$ cat config.mk
export PLATFORM = sky130hd
export DESIGN_NAME = asa_ex_mdu_ctrl
export DESIGN_NICKNAME = d
export VERILOG_FILES = /design/src/rtl/asa_ex_mdu_ctrl.sv
export SDC_FILE = /design/constraint.sdc
export NUM_CORES = 1
export LEC_CHECK = 0
export CORE_MARGIN = 10
export CORE_UTILIZATION = 46
export DETAILED_ROUTE_END_ITERATION = 10
export HOLD_SLACK_MARGIN = 0.06
export PLACE_DENSITY = 0.87
export SETUP_SLACK_MARGIN = 0.4
export SLEW_MARGIN = 0
export SYNTH_ARGS = -nofsm -noshare
export SYNTH_HDL_FRONTEND = slang
export SYNTH_SLANG_ARGS = --single-unit
$ cat constraint.sdc
create_clock -name clk -period 6 [get_ports clk]
set_input_delay 0.6 -clock clk [delete_from_list [all_inputs] [get_ports clk]]
set_output_delay 0.6 -clock clk [all_outputs]
set_load 0.05 [all_outputs]
$ cat src/rtl/asa_ex_mdu_ctrl.sv
// asa_ex_mdu_ctrl: EX-stage sequencer for the multicycle MUL/DIV units.
// Accepts one M-extension op at a time. It resolves divide-by-zero and
// signed-overflow divisions locally. Any other op goes to the proper unit,
// and the result is held until WB takes it.
module asa_ex_mdu_ctrl #(
   parameter int unsigned XLEN    = 32,
   parameter int unsigned OPW     = 7,
   parameter int unsigned TIMEOUT = 64
) (
   input  logic            clk,
   input  logic            rst,
   input  logic            req_valid_i,
   output logic            req_ready_o,
   input  logic [OPW-1:0]  operator_i,
   input  logic [XLEN-1:0] operand_a_i,
   input  logic [XLEN-1:0] operand_b_i,
   input  logic [4:0]      rd_addr_i,
   input  logic            flush_i,
   output logic            mul_start_o,
   output logic            div_start_o,
   output logic [OPW-1:0]  unit_op_o,
   output logic [XLEN-1:0] unit_a_o,
   output logic [XLEN-1:0] unit_b_o,
   input  logic            mul_done_i,
   input  logic            div_done_i,
   input  logic [XLEN-1:0] mul_result_i,
   input  logic [XLEN-1:0] div_result_i,
   output logic            wb_valid_o,
   input  logic            wb_ready_i,
   output logic [XLEN-1:0] wb_data_o,
   output logic [4:0]      wb_addr_o,
   output logic            busy_o,
   output logic [4:0]      busy_rd_o,
   output logic            timeout_o
);

   // Operator encodings shared with the ALU decoder
   localparam logic [OPW-1:0] ALU_MUL    = OPW'(40);
   localparam logic [OPW-1:0] ALU_MULH   = OPW'(41);
   localparam logic [OPW-1:0] ALU_MULHSU = OPW'(42);
   localparam logic [OPW-1:0] ALU_MULHU  = OPW'(43);
   localparam logic [OPW-1:0] ALU_DIV    = OPW'(44);
   localparam logic [OPW-1:0] ALU_DIVU   = OPW'(45);
   localparam logic [OPW-1:0] ALU_REM    = OPW'(46);
   localparam logic [OPW-1:0] ALU_REMU   = OPW'(47);

   localparam logic [7:0]      TO_LIM  = 8'(TIMEOUT);
   localparam logic [XLEN-1:0] MIN_NEG = {1'b1, {(XLEN-1){1'b0}}};

   typedef enum logic [2:0] {S_IDLE, S_ISSUE, S_WAIT, S_DRAIN, S_HOLD} state_e;

   state_e          state_q, state_d;
   logic [OPW-1:0]  op_q, op_d;
   logic [XLEN-1:0] a_q, a_d;
   logic [XLEN-1:0] b_q, b_d;
   logic [4:0]      rd_q, rd_d;
   logic            sel_div_q, sel_div_d;
   logic [XLEN-1:0] data_q, data_d;
   logic [7:0]      cnt_q, cnt_d;
   logic            timeout_q, timeout_d;

   logic            is_m_op, is_mul_op;
   logic            spec_hit;
   logic [XLEN-1:0] spec_res;
   logic            b_zero, div_ovf;

   // Classify the incoming operator and spot the cases resolved without the divider
   always_comb begin
      is_m_op   = 1'b0;
      is_mul_op = 1'b0;
      spec_hit  = 1'b0;
      spec_res  = '0;
      b_zero    = (operand_b_i == '0);
      div_ovf   = (operand_a_i == MIN_NEG) && (operand_b_i == '1);
      case (operator_i)
         ALU_MUL, ALU_MULH, ALU_MULHSU, ALU_MULHU: begin
            is_m_op   = 1'b1;
            is_mul_op = 1'b1;
         end
         ALU_DIV: begin
            is_m_op = 1'b1;
            if (b_zero) begin
               spec_hit = 1'b1;
               spec_res = '1;
            end else if (div_ovf) begin
               spec_hit = 1'b1;
               spec_res = operand_a_i;
            end
         end
         ALU_DIVU: begin
            is_m_op = 1'b1;
            if (b_zero) begin
               spec_hit = 1'b1;
               spec_res = '1;
            end
         end
         ALU_REM: begin
            is_m_op = 1'b1;
            if (b_zero) begin
               spec_hit = 1'b1;
               spec_res = operand_a_i;
            end else if (div_ovf) begin
               spec_hit = 1'b1;
               spec_res = '0;
            end
         end
         ALU_REMU: begin
            is_m_op = 1'b1;
            if (b_zero) begin
               spec_hit = 1'b1;
               spec_res = operand_a_i;
            end
         end
         default: ;
      endcase
   end

   logic            sel_done;
   logic [XLEN-1:0] sel_result;
   logic [7:0]      cnt_inc;
   logic            hit_to;

   // Next-state logic. A done that coincides with a flush in WAIT is dropped,
   // and the FSM returns to IDLE because nothing is left to drain.
   always_comb begin
      state_d    = state_q;
      op_d       = op_q;
      a_d        = a_q;
      b_d        = b_q;
      rd_d       = rd_q;
      sel_div_d  = sel_div_q;
      data_d     = data_q;
      cnt_d      = cnt_q;
      timeout_d  = timeout_q;
      sel_done   = sel_div_q ? div_done_i : mul_done_i;
      sel_result = sel_div_q ? div_result_i : mul_result_i;
      cnt_inc    = cnt_q + 8'd1;
      hit_to     = (cnt_inc == TO_LIM);
      case (state_q)
         S_IDLE: begin
            if (req_valid_i && is_m_op) begin
               op_d      = operator_i;
               a_d       = operand_a_i;
               b_d       = operand_b_i;
               rd_d      = rd_addr_i;
               sel_div_d = !is_mul_op;
               if (spec_hit) begin
                  data_d  = spec_res;
                  state_d = S_HOLD;
               end else begin
                  state_d = S_ISSUE;
               end
            end
         end
         S_ISSUE: begin
            cnt_d   = '0;
            state_d = flush_i ? S_DRAIN : S_WAIT;
         end
         S_WAIT: begin
            cnt_d = cnt_inc;
            if (flush_i) begin
               state_d = sel_done ? S_IDLE : S_DRAIN;
            end else if (sel_done) begin
               data_d  = sel_result;
               state_d = S_HOLD;
            end else if (hit_to) begin
               timeout_d = 1'b1;
               state_d   = S_IDLE;
            end
         end
         S_DRAIN: begin
            cnt_d = cnt_inc;
            if (sel_done) begin
               state_d = S_IDLE;
            end else if (hit_to) begin
               timeout_d = 1'b1;
               state_d   = S_IDLE;
            end
         end
         S_HOLD: begin
            if (flush_i || wb_ready_i) begin
               state_d = S_IDLE;
            end
         end
         default: state_d = S_IDLE;
      endcase
   end

   // State and datapath registers, cleared asynchronously
   always_ff @(posedge clk or posedge rst) begin
      if (rst) begin
         state_q   <= S_IDLE;
         op_q      <= '0;
         a_q       <= '0;
         b_q       <= '0;
         rd_q      <= '0;
         sel_div_q <= 1'b0;
         data_q    <= '0;
         cnt_q     <= '0;
         timeout_q <= 1'b0;
      end else begin
         state_q   <= state_d;
         op_q      <= op_d;
         a_q       <= a_d;
         b_q       <= b_d;
         rd_q      <= rd_d;
         sel_div_q <= sel_div_d;
         data_q    <= data_d;
         cnt_q     <= cnt_d;
         timeout_q <= timeout_d;
      end
   end

   assign req_ready_o = (state_q == S_IDLE);
   assign busy_o      = (state_q != S_IDLE);
   assign mul_start_o = (state_q == S_ISSUE) && !sel_div_q;
   assign div_start_o = (state_q == S_ISSUE) && sel_div_q;
   assign wb_valid_o  = (state_q == S_HOLD);
   assign unit_op_o   = op_q;
   assign unit_a_o    = a_q;
   assign unit_b_o    = b_q;
   assign wb_data_o   = data_q;
   assign wb_addr_o   = rd_q;
   assign busy_rd_o   = rd_q;
   assign timeout_o   = timeout_q;

endmodule

After elaboration in Yosys (flattened, before gate mapping) --
Index checks and enable logic that the tools add are counted. Widths: inputs -> output; s select.
Storage, ports and cells: logic and storage cells 86, flip-flop bits (word level) 121, output and inout bits 119
Cells by class: reduce and logical (&&, ||, !) cells 23, $add $sub $neg 1, mux-type cells 33, equality and inequality tests 20
Operator list (number):
- $mux 32 | 9
- $pmux 32 s3 | 1
- $eq 32x32->1 const B | 2
- $pmux 32 s2 | 1
- $eq 7x6->1 const B | 8
- $logic_not 32->1 | 1
- $mux 3 | 7
- $pmux 8 s2 | 1
- $pmux 3 s5 | 1
- $mux 1 | 10
- $add 8x1->8 const B | 1
- $eq 8x7->1 const B | 1
- $reduce_or 2->1 | 4
- $reduce_or 8->1 | 1
- $eq 3x2->1 const B | 2
- $ne 2x1->1 const B | 3
- $reduce_and 2->1 | 3
- $reduce_bool 2->1 | 3
- $reduce_and 5->1 | 1
- $logic_and 1x1->1 | 4
- $ne 2x2->1 const B | 2
- $pmux 1 s2 | 2
- $reduce_or 4->1 | 1
- $eq 3x1->1 const B | 1
- other kinds (6) | 7

Depth between registers and ports, before layout --
Gate-level depths: netlist of run 1.
depth after elaboration 8, gate-level depth with buffers 8

Worst setup path before layout of run 1 --
OpenSTA, ideal clock, no wires.
path kind register to output, start register sel_div_q, end output div_start_o, arrival time 2.297 ns, buffers on the path 2, cell stages (with the launch flop) 4, path slack 3.103 ns, cell sequence dfrtp_1 clkbuf_1 clkbuf_1 nor3b_1
Between the ends: word-level cells in the longest chain between the ends 1
RTL lines:
- from (decl) | RTL line 57 | logic sel_div_q, sel_div_d;
- from (signal assigned) | RTL line 207 | sel_div_q <= sel_div_d;
- $logic_and 1x1->1 | RTL line 217 | assign div_start_o = (state_q == S_ISSUE) && sel_div_q;
- to (decl) | RTL line 20 | output logic div_start_o,
No other way between the ends.

Worst setup path in the final report of run 1 --
start input operator_i[3], end register data_q[12], in the netlist wb_data_o[12]
Between the ends: word-level cells in the longest chain between the ends 6, elaborated cells between the ends (all ways) 22, those cells by class eq/ne: 10; mux: 6; reduce/logical: 6
RTL lines:
- from (decl) | RTL line 14 | input logic [OPW-1:0] operator_i,
- $eq 7x6->1 | RTL line 75 | case (operator_i)
- $reduce_or 2->1 (no line) or $reduce_or 8->1 (tied branches)
- $pmux 32 s3 or $mux 1 (tied branches) | RTL line 75
- $mux 32 or $logic_and 1x1->1 (tied branches) | RTL line 147, 141
- $mux 32 or $ne 2x1->1 (tied branches)
- $pmux 32 s2 or $reduce_and 5->1 (tied branches)
- to (signal assigned) | RTL line 208 | data_q <= data_d;
- to (decl) | RTL line 58 | logic [XLEN-1:0] data_q, data_d;
Parallel ways exist; a longest one is shown, timed or not. The select of a mux whose other input is x is not followed. A chain may end at the register's enable or synchronous reset.

==> impl_metrics.ini, run 1 <==
[run_status]
status = finished, final reports clean

[worst_setup_path]
slowest_delay_ps = 630
worst_r2r_path_depth = 6
crit_path_start_kind = input port
cp-end-kind = flip-flop
crit_arrival_ps = 3540
cp_max_fo = 76
critical-path-slowest-cell = buf_4
path_cells = clkdlybuf4s50_1 > and4bb_2 > and4b_2 > buf_4 > nor2_1 > nor2_8 > mux2_1
r2r-start = state_q[2]
worstPathRequired_ps = 6290
r2r_end = wb_data_o[2]
crit_type = in2reg
rrSetupSlack_ps = 2750

[synth]
synth-seq-area-share_pct = 51.2
postSynth.asyncResetShare_pct = 100
muxShareOfSynthArea_pct = 12.0
synth.top_cells.by_area = dfrtp_1 (51%), nand2_1 (14%), mux2i_1 (5.6%)
syn-instance-count = 627
syn_area_mm2 = 0.00592
yosysUniqueCellTypes = 51
synth_simple_gate_area_share_pct = 26.0
synth.ff_latch_count = 121
synth_compound_area_share_pct = 6.77
post-synth-top-area-cell = dfrtp_1
synthXorXnorAreaFrac_pct = 0.148
synth_top_area_share_pct = 51.2
syn_nets = 775
yosysWarnings = 0
synth_top_family_by_area = simple AND/OR/NAND/NOR gates
syn_avg_cell_area_um2 = 9.44
synthFlopType = dfrtp_1
synthAdderAreaFrac_pct = 0.211
synth_edf_count = 0

[cts]
clock_path_buffers = 2
worstSkewPairLatency_ps = 410
path_clk_slew_ps = 50
cts.repair.resized = 0
cts_hold_buffers = 0
cts_made_buffers = 17
cts_tree = done
root_buffer = clkbuf_16
htree_num_levels = 4
cts_sinks = 121
post_cts_buffers = 0

[worst_hold_path]
hp-start = timeout_o
whs_endpoint = timeout_o
hold_class = reg2reg
min_path_cells = 1

[flow_run]
cap_viol_max_count = 0

[route]
ant_nets = 0
initialDrtViolationCount = 401
drtPass1Iterations = 4
via_per_inst = 5.30
wire_per_inst_um = 20.1
drc = 0
via_count = 5594
drt-total-wl_mm = 21.2

[layout]
layout.cells.non_filler = 1055
area_growth_pct = 54.8
final_common_cell = clkdlybuf4s50_1
diodes = 0
drive_gt1_share_pct = 5.21
final_cell_area_mm2 = 0.00916
finalNetCount = 1021
final_cell_mix = clkdlybuf4s50_1 (265), nand2_1 (223), dfrtp_1 (120)

[timing]
finalClockSkew_ps = 7.26
relSlewSlack_pct = 18.0
period_share_pct = 54.2
hold_violations = 0
fin_crit_ps = 3250
setup_viol = 0
worst_pin_slew_ps = 1230
tns_ps = 0
max_freq_mhz = 308
finalMaxSlewViolations = 0
worst_slack_ps = 2750
rsz0062_at_grt = false

[grt]
use_met2_pct = 39.9
grt_pass1_vias = 5814
track_usage_pct = 23.6
grt_first_pass_wirelength_mm = 32.9
grtUsageMet1_pct = 27.1
grt.busiest_layer = met2
grt.overflow.total = 0
grt_max_degree = 77
gr-usage-met3_pct = 7.86
antenna_found_initial = 0

[placed_design]
pre_cts_slack_ps = 2320
place_area_mm2 = 0.00862
gp_congestion = 0.843
port_buffers = 265
dp.cells = 1026
hpwl_mm = 16.0

[floorplanning]
io_pins = 266
die_w_um = 133
core_mm2 = 0.0126
rows = 41
die_h_um = 133
initial_utilization_pct = 46.9
fp.dieArea_mm2 = 0.0178

[power_and_ir_drop]
p_leak_nw = 4.23
p_total_mw = 5.10
pwr_density_cell_mw_per_mm2 = 557
ir_worst_vdd_uv = 338
==> through the flow <==
stage	utilization [%]	hold WS, ps
2_1_floorplan	-	442
3_3_place_gp	68.3	448
3_5_place_dp	68.3	454
4_1_cts	72.6	465
5_1_grt	72.6	480
6_report	72.6	463
==> power breakdown <==
| part | total, mW | internal [mW] | switching [mW] |
|---|---|---|---|
| logic | 2.77 | 0.938 | 1.83 |
| registers | 1.40 | 1.15 | 0.249 |
| clock network | 0.938 | 0.604 | 0.334 |
| total | 5.10 | 2.69 | 2.41 |
==> critical path: cells and delay by family <==
kind	cells	cell delay [ps]
buffers and inverters	2	1090
muxes	1	390
and+or+nand+nor	4	1430
==> synth_stat cells, types with 3 or more instances <==
library cell,n
and2_1,4
nor4bb_1,3
o22ai_1,32
nor4_1,13
buf_4,5
nand2_1,223
dfrtp_1,121
nor2b_1,32
a21oi_1,5
nor3_1,5
nand2b_1,6
clkbuf_1,34
mux2_1,23
mux2_4,8
mux2i_1,33
nand3_1,5
o21ai_1,10
nor2_1,13
nand4_1,10
==> worst max path at each step <==
stage,from,end,slack (ps),cells past startpoint
2_1_floorplan,rst,busy_rd_o[0],2190,1
3_3_place_gp,operator_i[4],wb_data_o[17],2400,7
3_5_place_dp,operator_i[4],wb_data_o[12],2320,7
4_1_cts,operator_i[3],wb_data_o[12],2750,7
5_1_grt,state_q[2],wb_data_o[26],2480,6
6_report,operator_i[3],wb_data_o[12],2750,7
==> state kept, by name, indices dropped and copies added (netlist names) <==
signal and count:
state_q 3, unit_b_o 32, timeout_o 1, sel_div_q 1
cnt_q 8, busy_rd_o 5, wb_data_o 32, unit_op_o 7
unit_a_o 32
==> per-layer routing <==
metal / vias to the layer above / share of wire (%)
met5: - / 0
met2: 256 / 50
met3: 32 / 7.9
li1: 2622 / -
met1: 2684 / 40
met4: 0 / 2.4
==> layout make-up <==
type,instances,area [um2]
tap,172,215
fill,964,3460
timing repair buffer,270,2690
sequential,121,3030
clock inverter,3,40.0
clock buffer,26,499
multi-input combinational,460,2670
inverter,3,13.8
==> cells by family after synthesis <==
group | Yosys count
simple gates | 331
mux | 64
compound gates | 63
fa+ha+maj | 1
buf+inv | 46
flops | 121
xor+xnor | 1
(Power assumes the default switching activity.)
==> run 2, diff against run 1 <==
CORE_UTILIZATION = 38   (was 46)
PLACE_DENSITY = 0.77   (was 0.87)
clock period = 2.97 ns   (was 6 ns; I/O delays follow)
==> impl_metrics.ini, run 2 (synthesized netlist as in run 1, its figures left out) <==
[floorplanning]
initial_utilization_pct = 38.8
die_h_um = 145
core_mm2 = 0.0153
io_pins = 266
die_w_um = 145
fp.dieArea_mm2 = 0.0210
rows = 45

[route]
wire_per_inst_um = 19.5
via_per_inst = 5.02
drt-total-wl_mm = 21.7
ant_nets = 0
initialDrtViolationCount = 272
drtPass1Iterations = 4
drc = 0
via_count = 5583

[grt]
grt_max_degree = 76
antenna_found_initial = 0
grt_first_pass_wirelength_mm = 32.6
grt_pass1_vias = 5820
track_usage_pct = 20.5
grt.overflow.total = 0

[timing]
rsz0062_at_grt = false
max_freq_mhz = 409
finalClockSkew_ps = 5.71
relSlewSlack_pct = 45.7
worst_pin_slew_ps = 815
tns_ps = 0
period_share_pct = 82.3
hold_violations = 0
finalMaxSlewViolations = 0
fin_crit_ps = 2440
setup_viol = 0

[layout]
drive_gt1_share_pct = 7.77
area_growth_pct = 60.1
finalNetCount = 1036
final_common_cell = clkdlybuf4s50_1
multi_input_area_mm2 = 0.00269
final_cell_mix = clkdlybuf4s50_1 (264), nand2_1 (223), dfrtp_1 (120)
fillers = 1295
seqCellArea_mm2 = 0.00303
layout.cells.non_filler = 1113

[worst_hold_path]
hold_class = in2async

[placed_design]
hpwl_mm = 16.8
dp.cells = 1080
port_buffers = 265
gp_congestion = 0.854

[cts]
path_clk_slew_ps = 60
root_buffer = clkbuf_16
cts_tree = done
cts_sinks = 121
htree_num_levels = 4
cts_made_buffers = 17
worstSkewPairLatency_ps = 410
clock_path_buffers = 2

[worst_setup_path]
r2r-start = state_q[2]
crit_path_start_kind = input port
worstPathRequired_ps = 3260
cp_max_fo = 13
crit_arrival_ps = 2730
cp-end-kind = flip-flop
crit_path_start = operand_a_i[7]
crit_type = in2reg
rrSetupSlack_ps = 630

[power_and_ir_drop]
pwr_density_cell_mw_per_mm2 = 1120
p_leak_nw = 4.35
ir_worst_vdd_uv = 572

[run_status]
status = finished, final reports clean

[flow_run]
cap_viol_max_count = 0
==> run 2: changes by cell type in the layout (fill, tap and decap cells not counted), moves of 2 or more <==
cell        before  now
buf_4            5   16
clkinv_4         0    6
buf_12           0    4
clkbuf_1         5    1
clkbuf_8         4    0
bufinv_16        1    4
clkinvlp_4       0    2
==> run 2: critical path, cell delays in order <==
cell             delay [ps]
clkdlybuf4s50_1         460
nor4_1                  470
buf_4                   190
nand4_1                 160
nor4_4                  300
a21oi_2                 140
nor2_8                  210
buf_12                  180
mux2_1                  330
==> run 2: area by class of cell <==
class / instances / share of cell area (%)
diodes: 1 / 0.0264
clock buffers: 18 / 4.53
clock inverters: 14 / 2.10
inverters: 3 / 0.158
multi-input cells: 460 / 28.3
flip-flops and latches: 121 / 32.0
well taps: 211 / 2.79
repair buffers: 285 / 30.1
==> run 2: through the flow <==
stage,total power [mW],utilization (%),worst slack (ps),instance area [um2],hold slack [ps]
CTS,10.7,62.0,508,9470,193
global placement,8.43,57.9,143,8840,447
finish,10.6,62.1,525,9480,190
global route,11.1,62.1,415,9470,202
detailed placement,8.51,57.9,87.0,8840,453
floorplan,6.39,-,487,5930,410
==> run 2: where the power goes <==
group	leakage, nW	internal, mW	switching (mW)
Clock	0.304	1.41	0.775
Combinational	2.46	1.93	3.79
Sequential	1.59	2.32	0.421
==> run 2: metal layers <==
metal  track usage (%)  share of wire (%)
met1              23.5                 39
met2              34.2                 49
met3              7.72                9.7
met4              7.61                2.0
met5                 0                  0
==> run 2: repair_timing <==
| action | 4_1_cts | 5_1_grt |
|---|---|---|
| setup buffers | 0 | 0 |
| resized for setup | 1 | 1 |
| setup endpoints to repair | 1 | 10 |
| hold buffers | 0 | 0 |
==> run 2: worst paths after layout <==
check                                endpoint  cells after the start
worst max-delay path             wb_data_o[9]                      9
worst min-delay path             unit_a_o[31]                      2
worst max register to register  wb_data_o[12]                      7
worst min register to register    unit_a_o[0]                      2
max in group asynchronous           sel_div_q                      3
min in group clk                 busy_rd_o[3]                      3
==> run 3, diff against run 2 <==
CORE_UTILIZATION = 42   (was 38)
PLACE_DENSITY = 0.81   (was 0.77)
clock period = 2.5 ns   (was 2.97 ns; I/O delays follow)
==> impl_metrics.ini, run 3 (synthesized netlist as in run 1, its figures left out) <==
[run_status]
status = finished, final reports clean

[route]
via_per_inst = 5.19
drc = 0
ant_nets = 0
via_count = 5976
drt-total-wl_mm = 23.6
initialDrtViolationCount = 288
wire_per_inst_um = 20.5
drtPass1Iterations = 5

[worst_setup_path]
cp-end-kind = flip-flop
worst_r2r_path_depth = 10
r2r_end = wb_data_o[9]
cp_max_fo = 5
crit_type = reg2reg
worstPathRequired_ps = 2790
r2r-start = state_q[2]
crit_arrival_ps = 2400
rrSetupSlack_ps = 390
crit_path_start_kind = flip-flop

[timing]
max_freq_mhz = 474
rsz0062_at_grt = true
finalMaxSlewViolations = 0
finalClockSkew_ps = 6.30
period_share_pct = 84.4
fin_crit_ps = 2110
tns_ps = 0
hold-worst-slack_ps = 65.4
setup_viol = 0
relSlewSlack_pct = 56.5
hold_violations = 0
worst_pin_slew_ps = 653

[placed_design]
port_buffers = 265
gp_congestion = 0.830
place_area_mm2 = 0.00917
hpwl_mm = 16.6
dp.cells = 1091

[grt]
grt.overflow.total = 0
track_usage_pct = 23.6
grt_pass1_vias = 6211
grt_max_degree = 122
grt_first_pass_wirelength_mm = 35.8
antenna_found_initial = 3

[cts]
path_clk_slew_ps = 60
cts_made_buffers = 17
worstSkewPairLatency_ps = 420
htree_num_levels = 4
clock_path_buffers = 2
cts_sinks = 121
root_buffer = clkbuf_16
cts_tree = done

[floorplanning]
core_mm2 = 0.0138
rows = 43
die_w_um = 139
initial_utilization_pct = 42.8
fp.dieArea_mm2 = 0.0192
die_h_um = 139
io_pins = 266

[worst_hold_path]
hold_class = in2reg
min_path_cells = 3
hp-start = operand_b_i[7]
whs_endpoint = unit_b_o[7]

[power_and_ir_drop]
ir_worst_vdd_uv = 923
p_leak_nw = 4.96
pwr_density_cell_mw_per_mm2 = 1260

[layout]
fillers = 989
final_cell_area_mm2 = 0.0104
layout.cells.non_filler = 1151
fin_util_pct = 75.0
final_cell_mix = nand2_1 (223), clkdlybuf4s50_1 (197), dfrtp_1 (119)
area_growth_pct = 75.2
finalNetCount = 1105
drive_gt1_share_pct = 22.0
final_common_cell = nand2_1

[flow_run]
cap_viol_max_count = 0
[run 3: where the power goes]
part / switching, mW / internal (mW)
Combinational: 4.74 / 2.64
Sequential: 0.489 / 2.76
Clock: 0.845 / 1.57
[run 3: metrics by stage]
stage          power (mW)  setup WS (ps)
6_report             13.0            389
5_1_grt              13.6            315
4_1_cts              12.9            318
3_5_place_dp         10.2           -312
3_3_place_gp         10.1           -214
2_1_floorplan        7.63            403
[run 3: critical path: stages (launching register included)]
cell and delay (ps):
dfrtp_1 390, buf_6 130, or3_4 370, inv_8 80, o31ai_4 70, a21oi_4 210, nor2_8 70, buf_6 130
buf_6 130, buf_16 140, mux2_4 290
[run 3: timing repair]
item	CTS	global route
gates cloned	5	0
endpoints found under the hold margin	0	0
hold buffers	0	0
buffers inserted	17	5
gates resized for setup	120	69
pin swaps	25	20
setup endpoints to repair	35	34
[run 3: area by class of cell]
class                           instances  area, um2  area share, %
Antenna cell                            3       7.51         0.0724
Clock buffer                           20        447           4.31
Clock inverter                         10        128           1.23
Inverter                                3       22.5          0.217
Multi-Input combinational cell        460       3040           29.4
Sequential cell                       121       3030           29.2
Tap cell                              180        225           2.17
Timing Repair Buffer                  354       3470           33.4
[run 3: worst max path at each step]
stage,end,startpoint,depth (start not counted),slack (ps)
after floorplan,wb_data_o[10],state_q[2],8,400
after global placement,wb_data_o[27],operand_a_i[3],9,-210
after detailed placement,wb_data_o[23],operand_a_i[3],9,-310
after CTS,busy_o,state_q[2],4,320
after global routing,wb_data_o[8],operand_b_i[27],12,310
final,wb_data_o[9],state_q[2],10,390
[run 3: metal layers]
layer  wire length [um]  GRT usage [%]  vias to the layer above
met2              11700           39.0                      231
met3               1590           7.36                       42
li1                   -              -                     2802
met5                  0              0                        -
met4                682           9.72                        0
met1               9550           27.8                     2901
